`src/rtl/brightness_pkg.sv`:
```
// brightness_pkg
// Shared definitions for the LED brightness controller front end:
// button FSM state encoding, default timing constants and a small
// helper used to size counters.
package brightness_pkg;

  // Button FSM state encoding, shared by every block that decodes state.
  localparam logic [1:0] IDLE_ENC      = 2'd0;
  localparam logic [1:0] PRESSED_ENC   = 2'd1;
  localparam logic [1:0] REPEATING_ENC = 2'd2;

  typedef enum logic [1:0] {
    IDLE      = IDLE_ENC,
    PRESSED   = PRESSED_ENC,
    REPEATING = REPEATING_ENC
  } btn_state_e;

  // Default timing: 10 ms debounce at a 50 MHz system clock.
  localparam int CLK_HZ                  = 32'd50_000_000;
  localparam int DEBOUNCE_MS             = 32'd10;
  localparam int DEFAULT_DEBOUNCE_CYCLES = (CLK_HZ / 32'd1000) * DEBOUNCE_MS;
  localparam int DEFAULT_REPEAT_DELAY    = 32'd25_000_000;
  localparam int DEFAULT_REPEAT_PERIOD   = 32'd5_000_000;

  // Larger of two integers, used for counter sizing.
  function automatic int max2(input int a, input int b);
    return (a > b) ? a : b;
  endfunction

endpackage

```
`src/rtl/button_sync_filter.sv`:
```
// button_sync_filter
// Two-flop synchroniser followed by a debounce counter and a stable level
// register. The stable level flips only after the synchronised input has
// disagreed with it for DEBOUNCE_CYCLES consecutive clocks.
//
// Ports:
//   clk     in   system clock
//   rst     in   synchronous, active-high reset
//   button  in   raw asynchronous button level (1 = pressed)
//   stable  out  debounced level (register)
//   rise    out  high during the cycle whose edge flips stable 0 -> 1
//   fall    out  high during the cycle whose edge flips stable 1 -> 0
module button_sync_filter
  import brightness_pkg::*;
#(
  parameter int DEBOUNCE_CYCLES = DEFAULT_DEBOUNCE_CYCLES
) (
  input  logic clk,
  input  logic rst,
  input  logic button,
  output logic stable,
  output logic rise,
  output logic fall
);

  localparam int CW = $clog2(DEBOUNCE_CYCLES + 1);
  localparam logic [CW-1:0] CNT_LAST = CW'(DEBOUNCE_CYCLES - 1);

  logic          sync1_r;
  logic          sync2_r;
  logic          stable_r;
  logic [CW-1:0] cnt_r;
  logic          flip_s;

  // rise/fall announce the flip that the next edge commits, so the FSM
  // can register its pulse on the same edge that stable changes. They are
  // decoded from registers only, so nothing from the raw pin leaks through.
  assign flip_s = (sync2_r != stable_r) && (cnt_r == CNT_LAST);
  assign rise   = flip_s & ~stable_r;
  assign fall   = flip_s & stable_r;
  assign stable = stable_r;

  // Synchroniser, debounce counter and stable level.
  always_ff @(posedge clk) begin
    if (rst) begin
      sync1_r  <= 1'b0;
      sync2_r  <= 1'b0;
      stable_r <= 1'b0;
      cnt_r    <= '0;
    end else begin
      sync1_r <= button;
      sync2_r <= sync1_r;
      if (sync2_r == stable_r) begin
        // Any agreement restarts the count, so short glitches never flip.
        cnt_r <= '0;
      end else if (cnt_r == CNT_LAST) begin
        stable_r <= ~stable_r;
        cnt_r    <= '0;
      end else begin
        cnt_r <= cnt_r + CW'(1);
      end
    end
  end

endmodule

```
`src/rtl/button_pulse_gen.sv`:
```
// button_pulse_gen
// Turns one raw push-button into clean single-cycle command pulses: one
// pulse per debounced press, auto-repeat pulses while held, and a pulse on
// each debounced release.
//
// Ports:
//   clk          in   system clock
//   rst          in   synchronous, active-high reset
//   button       in   raw asynchronous button level (1 = pressed)
//   button_out   out  one-cycle pulse per press and per repeat
//   release_out  out  one-cycle pulse per debounced release
//   pressed      out  debounced stable level
module button_pulse_gen
  import brightness_pkg::*;
#(
  parameter int DEBOUNCE_CYCLES = DEFAULT_DEBOUNCE_CYCLES,
  parameter bit REPEAT_EN       = 1'b1,
  parameter int REPEAT_DELAY    = DEFAULT_REPEAT_DELAY,
  parameter int REPEAT_PERIOD   = DEFAULT_REPEAT_PERIOD
) (
  input  logic clk,
  input  logic rst,
  input  logic button,
  output logic button_out,
  output logic release_out,
  output logic pressed
);

  localparam int RW = $clog2(max2(REPEAT_DELAY, REPEAT_PERIOD) + 1);
  localparam logic [RW-1:0] DELAY_LAST  = RW'(REPEAT_DELAY - 1);
  localparam logic [RW-1:0] PERIOD_LAST = RW'(REPEAT_PERIOD - 1);

  logic          stable_s;
  logic          rise_s;
  logic          fall_s;
  btn_state_e    state_r;
  logic [RW-1:0] rcnt_r;
  logic          button_out_r;
  logic          release_out_r;

  button_sync_filter #(
    .DEBOUNCE_CYCLES(DEBOUNCE_CYCLES)
  ) u_filter (
    .clk   (clk),
    .rst   (rst),
    .button(button),
    .stable(stable_s),
    .rise  (rise_s),
    .fall  (fall_s)
  );

  assign button_out  = button_out_r;
  assign release_out = release_out_r;
  assign pressed     = stable_s;

  // Press / repeat / release FSM with repeat counter and registered pulses.
  always_ff @(posedge clk) begin
    if (rst) begin
      state_r       <= IDLE;
      rcnt_r        <= '0;
      button_out_r  <= 1'b0;
      release_out_r <= 1'b0;
    end else begin
      button_out_r  <= 1'b0;
      release_out_r <= 1'b0;
      case (state_r)
        IDLE: begin
          rcnt_r <= '0;
          if (rise_s) begin
            state_r      <= PRESSED;
            button_out_r <= 1'b1;
          end else begin
            state_r <= IDLE;
          end
        end
        PRESSED: begin
          // Release is checked first so it beats a coincident repeat expiry.
          if (fall_s) begin
            state_r       <= IDLE;
            release_out_r <= 1'b1;
            rcnt_r        <= '0;
          end else if (!REPEAT_EN) begin
            rcnt_r <= '0;
          end else if (rcnt_r == DELAY_LAST) begin
            state_r      <= REPEATING;
            button_out_r <= 1'b1;
            rcnt_r       <= '0;
          end else begin
            rcnt_r <= rcnt_r + RW'(1);
          end
        end
        REPEATING: begin
          if (fall_s) begin
            state_r       <= IDLE;
            release_out_r <= 1'b1;
            rcnt_r        <= '0;
          end else if (rcnt_r == PERIOD_LAST) begin
            button_out_r <= 1'b1;
            rcnt_r       <= '0;
          end else begin
            rcnt_r <= rcnt_r + RW'(1);
          end
        end
        default: begin
          state_r <= IDLE;
          rcnt_r  <= '0;
        end
      endcase
    end
  end

endmodule

```
`config.mk`:
```
export PLATFORM = sky130hd
export DESIGN_NAME = button_pulse_gen
export DESIGN_NICKNAME = d
export VERILOG_FILES = /design/src/rtl/brightness_pkg.sv /design/src/rtl/button_sync_filter.sv /design/src/rtl/button_pulse_gen.sv
export SDC_FILE = /design/constraint.sdc
export NUM_CORES = 1
export LEC_CHECK = 0
export ABC_AREA = 1
export CELL_PAD_IN_SITES_DETAIL_PLACEMENT = 2
export CELL_PAD_IN_SITES_GLOBAL_PLACEMENT = 2
export CORE_MARGIN = 2
export CORE_UTILIZATION = 38
export CTS_CLUSTER_DIAMETER = 50
export DETAILED_ROUTE_END_ITERATION = 8
export PLACE_DENSITY = 0.86
export REMOVE_ABC_BUFFERS = 1
export SETUP_SLACK_MARGIN = 0.15
export SYNTH_ARGS = -nofsm -noshare
export SYNTH_HDL_FRONTEND = slang
export SYNTH_SLANG_ARGS = --single-unit
export TNS_END_PERCENT = 30
```
`constraint.sdc`:
```
create_clock -name clk -period 3.1 [get_ports clk]
set_input_delay 0.465 -clock clk [delete_from_list [all_inputs] [get_ports clk]]
set_output_delay 0.465 -clock clk [all_outputs]
set_load 0.05 [all_outputs]
```
==> flow_metrics.py, run 1 <==
metrics = {
    "logic_synthesis": {
        "yosysUniqueCellTypes": 30,
        "ys.flop_type": "dfxtp_1",
        "netlist_instances": 374,
        "syn-cell-area_mm2": 0.00269,
        "synth_top_area_share_pct": 38.0,
        "syn_avg_cell_area_um2": 7.19,
        "synth_top_area_cell": "dfxtp_1",
        "yosysSeqAreaShare_pct": 38.0,
        "ys_seq_elements": 51,
        "yosys_warnings": 0,
        "synth-edff-count": 0,
        "async_flop_share_pct": 0,
        "synth_area_leaders": "dfxtp_1 38%, nand2_1 8.9%, nor2_1 8.9%, inv_1 7.4%, xor2_1 6.2%",
    },
    "route": {
        "drtIter0Drc": 60,
        "dr.pass1.iters": 4,
        "wirelength_um": 7080,
        "vias": 2345,
        "vias_per_cell": 4.90,
        "drc_errors": 0,
        "postRouteAntennaNets": 0,
        "wire_per_inst_um": 14.8,
    },
    "timing": {
        "slew_headroom_pct": 65.6,
        "rsz0062_at_grt": "false",
        "fin_crit_ns": 1.96,
        "finalMaxSlewViolations": 0,
        "setup_viol": 0,
        "period_share_pct": 63.1,
        "tns_ns": 0,
        "clock_skew_ns": 0.0106,
        "tightest_slew_ns": 0.515,
        "finalHoldViolations": 0,
        "fmax_ghz": 0.511,
    },
    "worst_hold_path": {
        "hold_path_class": "flip-flop to flip-flop",
    },
    "floorplanning": {
        "start_util_pct": 39.4,
        "rows": 30,
        "coreArea_mm2": 0.00683,
        "dieWidth_um": 88.1,
        "ioPinCount": 6,
        "die_y_um": 88.1,
        "die_area_mm2": 0.00777,
    },
    "pwr": {
        "powerDensity_mw_per_mm2": 415,
        "fin_total_pwr_uw": 1230,
        "power.leakage_uw": 0.00108,
        "ir_worst_vdd_mv": 0.169,
    },
    "clocking": {
        "post_cts_resize_count": 0,
        "cts.root.buffer_cell": "clkbuf_8",
        "cts.sinks": 51,
        "clk_latency_ns": 0.31,
        "cts_max_path_buffers": 2,
        "post-cts-setup-buffer-count": 0,
        "clkTransAtPathRegs_ns": 0.10,
        "numCtsBuffers": 5,
        "postCtsHoldBufs": 0,
        "cts_tree": "done",
        "cts_htree_levels": 2,
    },
    "critical_path": {
        "path_max_fanout": 3,
        "crit_type": "flip-flop to output port",
        "path_cells": "clkdlybuf4s50_1",
        "critPathTopFamily": "buffers and inverters",
        "cp-start-kind": "flip-flop",
        "end_kind": "output port",
        "max_stage_delay_ns": 0.82,
        "cp_slowest_cell": "clkdlybuf4s50_1",
        "required_ns": 2.63,
        "cp_num_buf_inv": 1,
        "cp.arrival_ns": 1.49,
    },
    "layout": {
        "fin_nets": 391,
        "fin_cells": 479,
        "final_cell_mix": "64 x nor2_1, 64 x nand2_1, 53 x inv_1",
        "drive_above_1_share_pct": 10.4,
        "register_area_mm2": 0.00102,
        "syn_to_final_growth_pct": 9.77,
        "multi_input_area_mm2": 0.00142,
        "n_fill_cell": 832,
        "diodes": 0,
    },
    "global_routing": {
        "overflow": 0,
        "grtUsageTotal_pct": 19.8,
        "grt_max_degree": 25,
        "grt_pass1_wl_um": 12000,
        "grt_pass1_vias": 2569,
        "antenna_found_initial": 0,
    },
    "placement": {
        "dpl.hpwl_um": 5360,
        "io_buffers": 5,
        "globalplace.congestion": 0.811,
        "place_inst": 471,
    },
    "status": {
        "status": "finished clean",
    },
    "flow_run": {
        "maxCapViolCount": 0,
    },
}
-- flip-flops by register name (all words and copies together) (netlist names) --
signal	cells
rcnt_r	25
u_filter.cnt_r	19
state_r	2
button_out	1
release_out	1
u_filter.stable	1
u_filter.sync1_r	1
u_filter.sync2_r	1
-- per-layer routing --
metal | GRT usage, % | wire, µm
met2 | 38.1 | 3840
met3 | 3.11 | 73
met1 | 22.7 | 3090
met5 | 0 | 0
met4 | 4.68 | 84
-- cells by family (layout without fill, tap and decap cells) --
| logic type | after synthesis | count (layout) | synth area share (%) |
|---|---|---|---|
| buffers and inverters | 59 | 68 | 9.30 |
| adders and majority gates | 6 | 6 | 2.79 |
| xor gates and xnor gates | 25 | 25 | 8.14 |
| and+or+nand+nor | 211 | 211 | 37.4 |
| DFF | 51 | 51 | 38.0 |
| AOI/OAI and AO/OA | 22 | 22 | 4.37 |
-- path summary, 6_finish.rpt --
| check | from | endpoint | slack (ns) | depth (start not counted) |
|---|---|---|---|---|
| hold / removal | u_filter.sync1_r | u_filter.sync2_r | 0.45 | 2 |
| hold reg to reg | u_filter.sync1_r | u_filter.sync2_r | 0.45 | 2 |
| setup reg to reg | rcnt_r[0] | rcnt_r[24] | 1.17 | 8 |
| setup / recovery | u_filter.stable | pressed | 1.14 | 1 |
-- stage by stage --
step | hold slack [ns] | cell area [µm²] | worst slack (ns) | utilization [%]
global route | 0.474 | 2950 | 0.984 | 43.2
global placement | 0.410 | 2820 | 1.21 | 41.2
detailed placement | 0.446 | 2820 | 1.15 | 41.2
CTS | 0.462 | 2950 | 1.12 | 43.2
finish | 0.450 | 2950 | 1.14 | 43.2
floorplan | 0.388 | 2650 | 1.48 | -
-- area by class of cell --
| type | count | area share, % |
|---|---|---|
| Multi-Input combinational cell | 264 | 48.1 |
| Sequential cell | 51 | 34.6 |
| Inverter | 55 | 6.99 |
| Tap cell | 96 | 4.07 |
| Clock buffer | 5 | 2.33 |
| Clock inverter | 3 | 2.29 |
| Timing Repair Buffer | 5 | 1.69 |
-- cells in the mapped netlist, types with 2 or more instances --
cell type / count
ha_1: 6
nand3b_1: 2
nand3_1: 29
inv_2: 2
o21ai_0: 8
or2_2: 4
nand2_1: 64
nor3_2: 4
inv_1: 53
nor2_2: 14
xor2_1: 19
nor3_1: 12
dfxtp_1: 51
nor2_1: 64
nand4_1: 9
nand3_2: 4
a21oi_1: 11
xnor2_1: 6
-- report_power, final --
part           total (µW)  internal, µW  switching [µW]
Combinational        10.8          4.13            6.66
Clock                 559           322             237
Sequential            657           656            1.04
Power figures use the tool's default switching activity.
==> inputs of run 2 (changes only) <==
Settings changed: CORE_UTILIZATION 38 to 36, PLACE_DENSITY 0.86 to 0.82.
Clock period 3.1 ns to 1.8 ns, I/O delays scaled along.
==> flow_metrics.py, run 2 (synthesis gave the netlist of run 1 again) <==
metrics = {
    "timing": {
        "finalHoldViolations": 0,
        "tightest_slew_ns": 0.519,
        "clock_skew_ns": 0.0125,
        "period_share_pct": 94.7,
        "rsz0062_at_grt": "true",
        "setup_ws_ns": 0.0959,
        "finalMaxSlewViolations": 0,
        "fmax_ghz": 0.587,
        "fin_crit_ns": 1.70,
        "slew_headroom_pct": 65.3,
        "setup_viol": 0,
    },
    "layout": {
        "post-route-util_pct": 45.2,
        "syn_to_final_growth_pct": 21.9,
        "largest_registers": "rcnt_r: 25 flops, u_filter.cnt_r: 19 flops, state_r: 2 flops",
        "drive_above_1_share_pct": 20.7,
        "largest_reg_flops": 25,
        "diodes": 0,
        "final_cell_mix": "62 x nor2_1, 61 x nand2_1, 49 x inv_1",
        "n_fill_cell": 856,
        "fin_nets": 415,
        "layout_commonest_cell": "nor2_1",
        "register_area_mm2": 0.00103,
        "multi_input_area_mm2": 0.00158,
        "regMostFlops": "rcnt_r",
    },
    "critical_path": {
        "reg2reg_depth": 8,
        "critPathTopFamily": "buffers and inverters",
        "path_max_fanout": 1,
        "r2r_slack_ns": 0.1,
        "cp_slowest_cell": "clkdlybuf4s50_1",
        "timing.rr.end": "state_r[0]",
        "cp.arrival_ns": 1.43,
        "r2r_start": "u_filter.cnt_r[0]",
        "cp.depth": 1,
        "end_kind": "output port",
        "path_cells": "clkdlybuf4s50_1",
        "required_ns": 1.53,
        "crit_type": "flip-flop to output port",
        "crit_end": "button_out",
        "startpoint": "button_out",
        "cp-start-kind": "flip-flop",
        "max_stage_delay_ns": 0.80,
        "cp_num_buf_inv": 1,
    },
    "placement": {
        "globalplace.congestion": 0.877,
        "dpl.hpwl_um": 5840,
        "post-place-ws_ns": -0.0408,
        "io_buffers": 5,
    },
    "global_routing": {
        "use_met2_pct": 41.4,
        "antenna_found_initial": 0,
        "grt_util_met3_pct": 3.17,
        "overflow": 0,
        "grt_pass1_wl_um": 13500,
        "grtUsageTotal_pct": 20.7,
        "grt_use_met1_pct": 21.7,
        "grt_max_degree": 15,
        "busiest_layer": "met2",
        "grt_pass1_vias": 2865,
    },
    "clocking": {
        "postCtsHoldBufs": 0,
        "cts_htree_levels": 2,
        "cts.root.buffer_cell": "clkbuf_8",
        "numCtsBuffers": 5,
        "clk_latency_ns": 0.31,
        "cts_tree": "done",
        "cts_max_path_buffers": 2,
        "clkTransAtPathRegs_ns": 0.10,
        "cts.sinks": 51,
    },
    "route": {
        "vias_per_cell": 5.04,
        "wire_per_inst_um": 17.8,
        "drc_errors": 0,
        "wirelength_um": 9010,
        "postRouteAntennaNets": 0,
        "vias": 2545,
        "dr.pass1.iters": 5,
        "drtIter0Drc": 62,
    },
    "floorplanning": {
        "die_y_um": 90.4,
        "coreArea_mm2": 0.00725,
        "ioPinCount": 6,
        "die_area_mm2": 0.00818,
        "rows": 31,
        "dieWidth_um": 90.4,
        "start_util_pct": 37.1,
    },
    "pwr": {
        "powerDensity_mw_per_mm2": 598,
        "ir_worst_vdd_mv": 0.275,
        "power.leakage_uw": 0.00119,
    },
    "flow_run": {
        "maxCapViolCount": 0,
    },
    "status": {
        "status": "finished clean",
    },
    "worst_hold_path": {
        "hold_path_class": "flip-flop to flip-flop",
        "hp-start": "u_filter.sync1_r",
    },
}
[run 2: changes by cell type in the layout (fill, tap and decap cells not counted), moves of 3 or more]
cell	before	now
nand3_4	1	4
buf_4	0	19
nand2_8	0	4
nand2_1	64	61
dfxtp_1	51	45
dfxtp_2	0	4
inv_1	53	49
[run 2: what timing repair did]
action                                  in CTS  in global routing
pin swaps                                    2                  4
endpoints found under the setup margin      45                 49
gates cloned                                 3                  1
resized for setup                           10                 32
buffers inserted                             0                  4
[run 2: worst min-delay path by stage]
stage / to / cells after the start
2_1_floorplan: state_r[1] / 1
3_3_place_gp: u_filter.sync2_r / 2
3_5_place_dp: u_filter.sync2_r / 2
4_1_cts: u_filter.sync2_r / 2
5_1_grt: u_filter.sync2_r / 2
6_report: u_filter.sync2_r / 2
[run 2: report_power, final]
part	total [µW]	leakage, µW	switching (µW)	internal (µW)
Combinational	24.0	0.000727	14.1	9.96
Sequential	1130	0.000415	1.91	1130
Clock	806	0.0000513	397	409
Total	1960	0.00119	413	1550
[run 2: layout make-up]
type	count	area share (%)
multi-input cells	267	48.3
flip-flops and latches	51	31.5
inverters	55	6.56
repair buffers	25	6.53
well taps	99	3.78
clock buffers	6	2.21
clock inverters	1	0.916
repair inverters	1	0.191
[run 2: through the flow]
step	setup TNS [ns]	hold slack [ns]	std cells	total power [µW]	cell area, µm²
2_1_floorplan	0	0.339	370	1170	2650
3_3_place_gp	0	0.403	490	1180	2940
3_5_place_dp	-0.176	0.408	490	1180	2940
4_1_cts	0	0.425	500	1970	3120
5_1_grt	0	0.432	505	2040	3280
6_report	0	0.420	505	1960	3280
[run 2: layer usage]
metal | part of all wire [%] | up-vias | wire length (µm)
met5 | 0 | - | 0
met4 | 1.8 | 0 | 158
met3 | 1.7 | 12 | 150
met2 | 56 | 25 | 5090
met1 | 40 | 1270 | 3610
li1 | - | 1238 | -
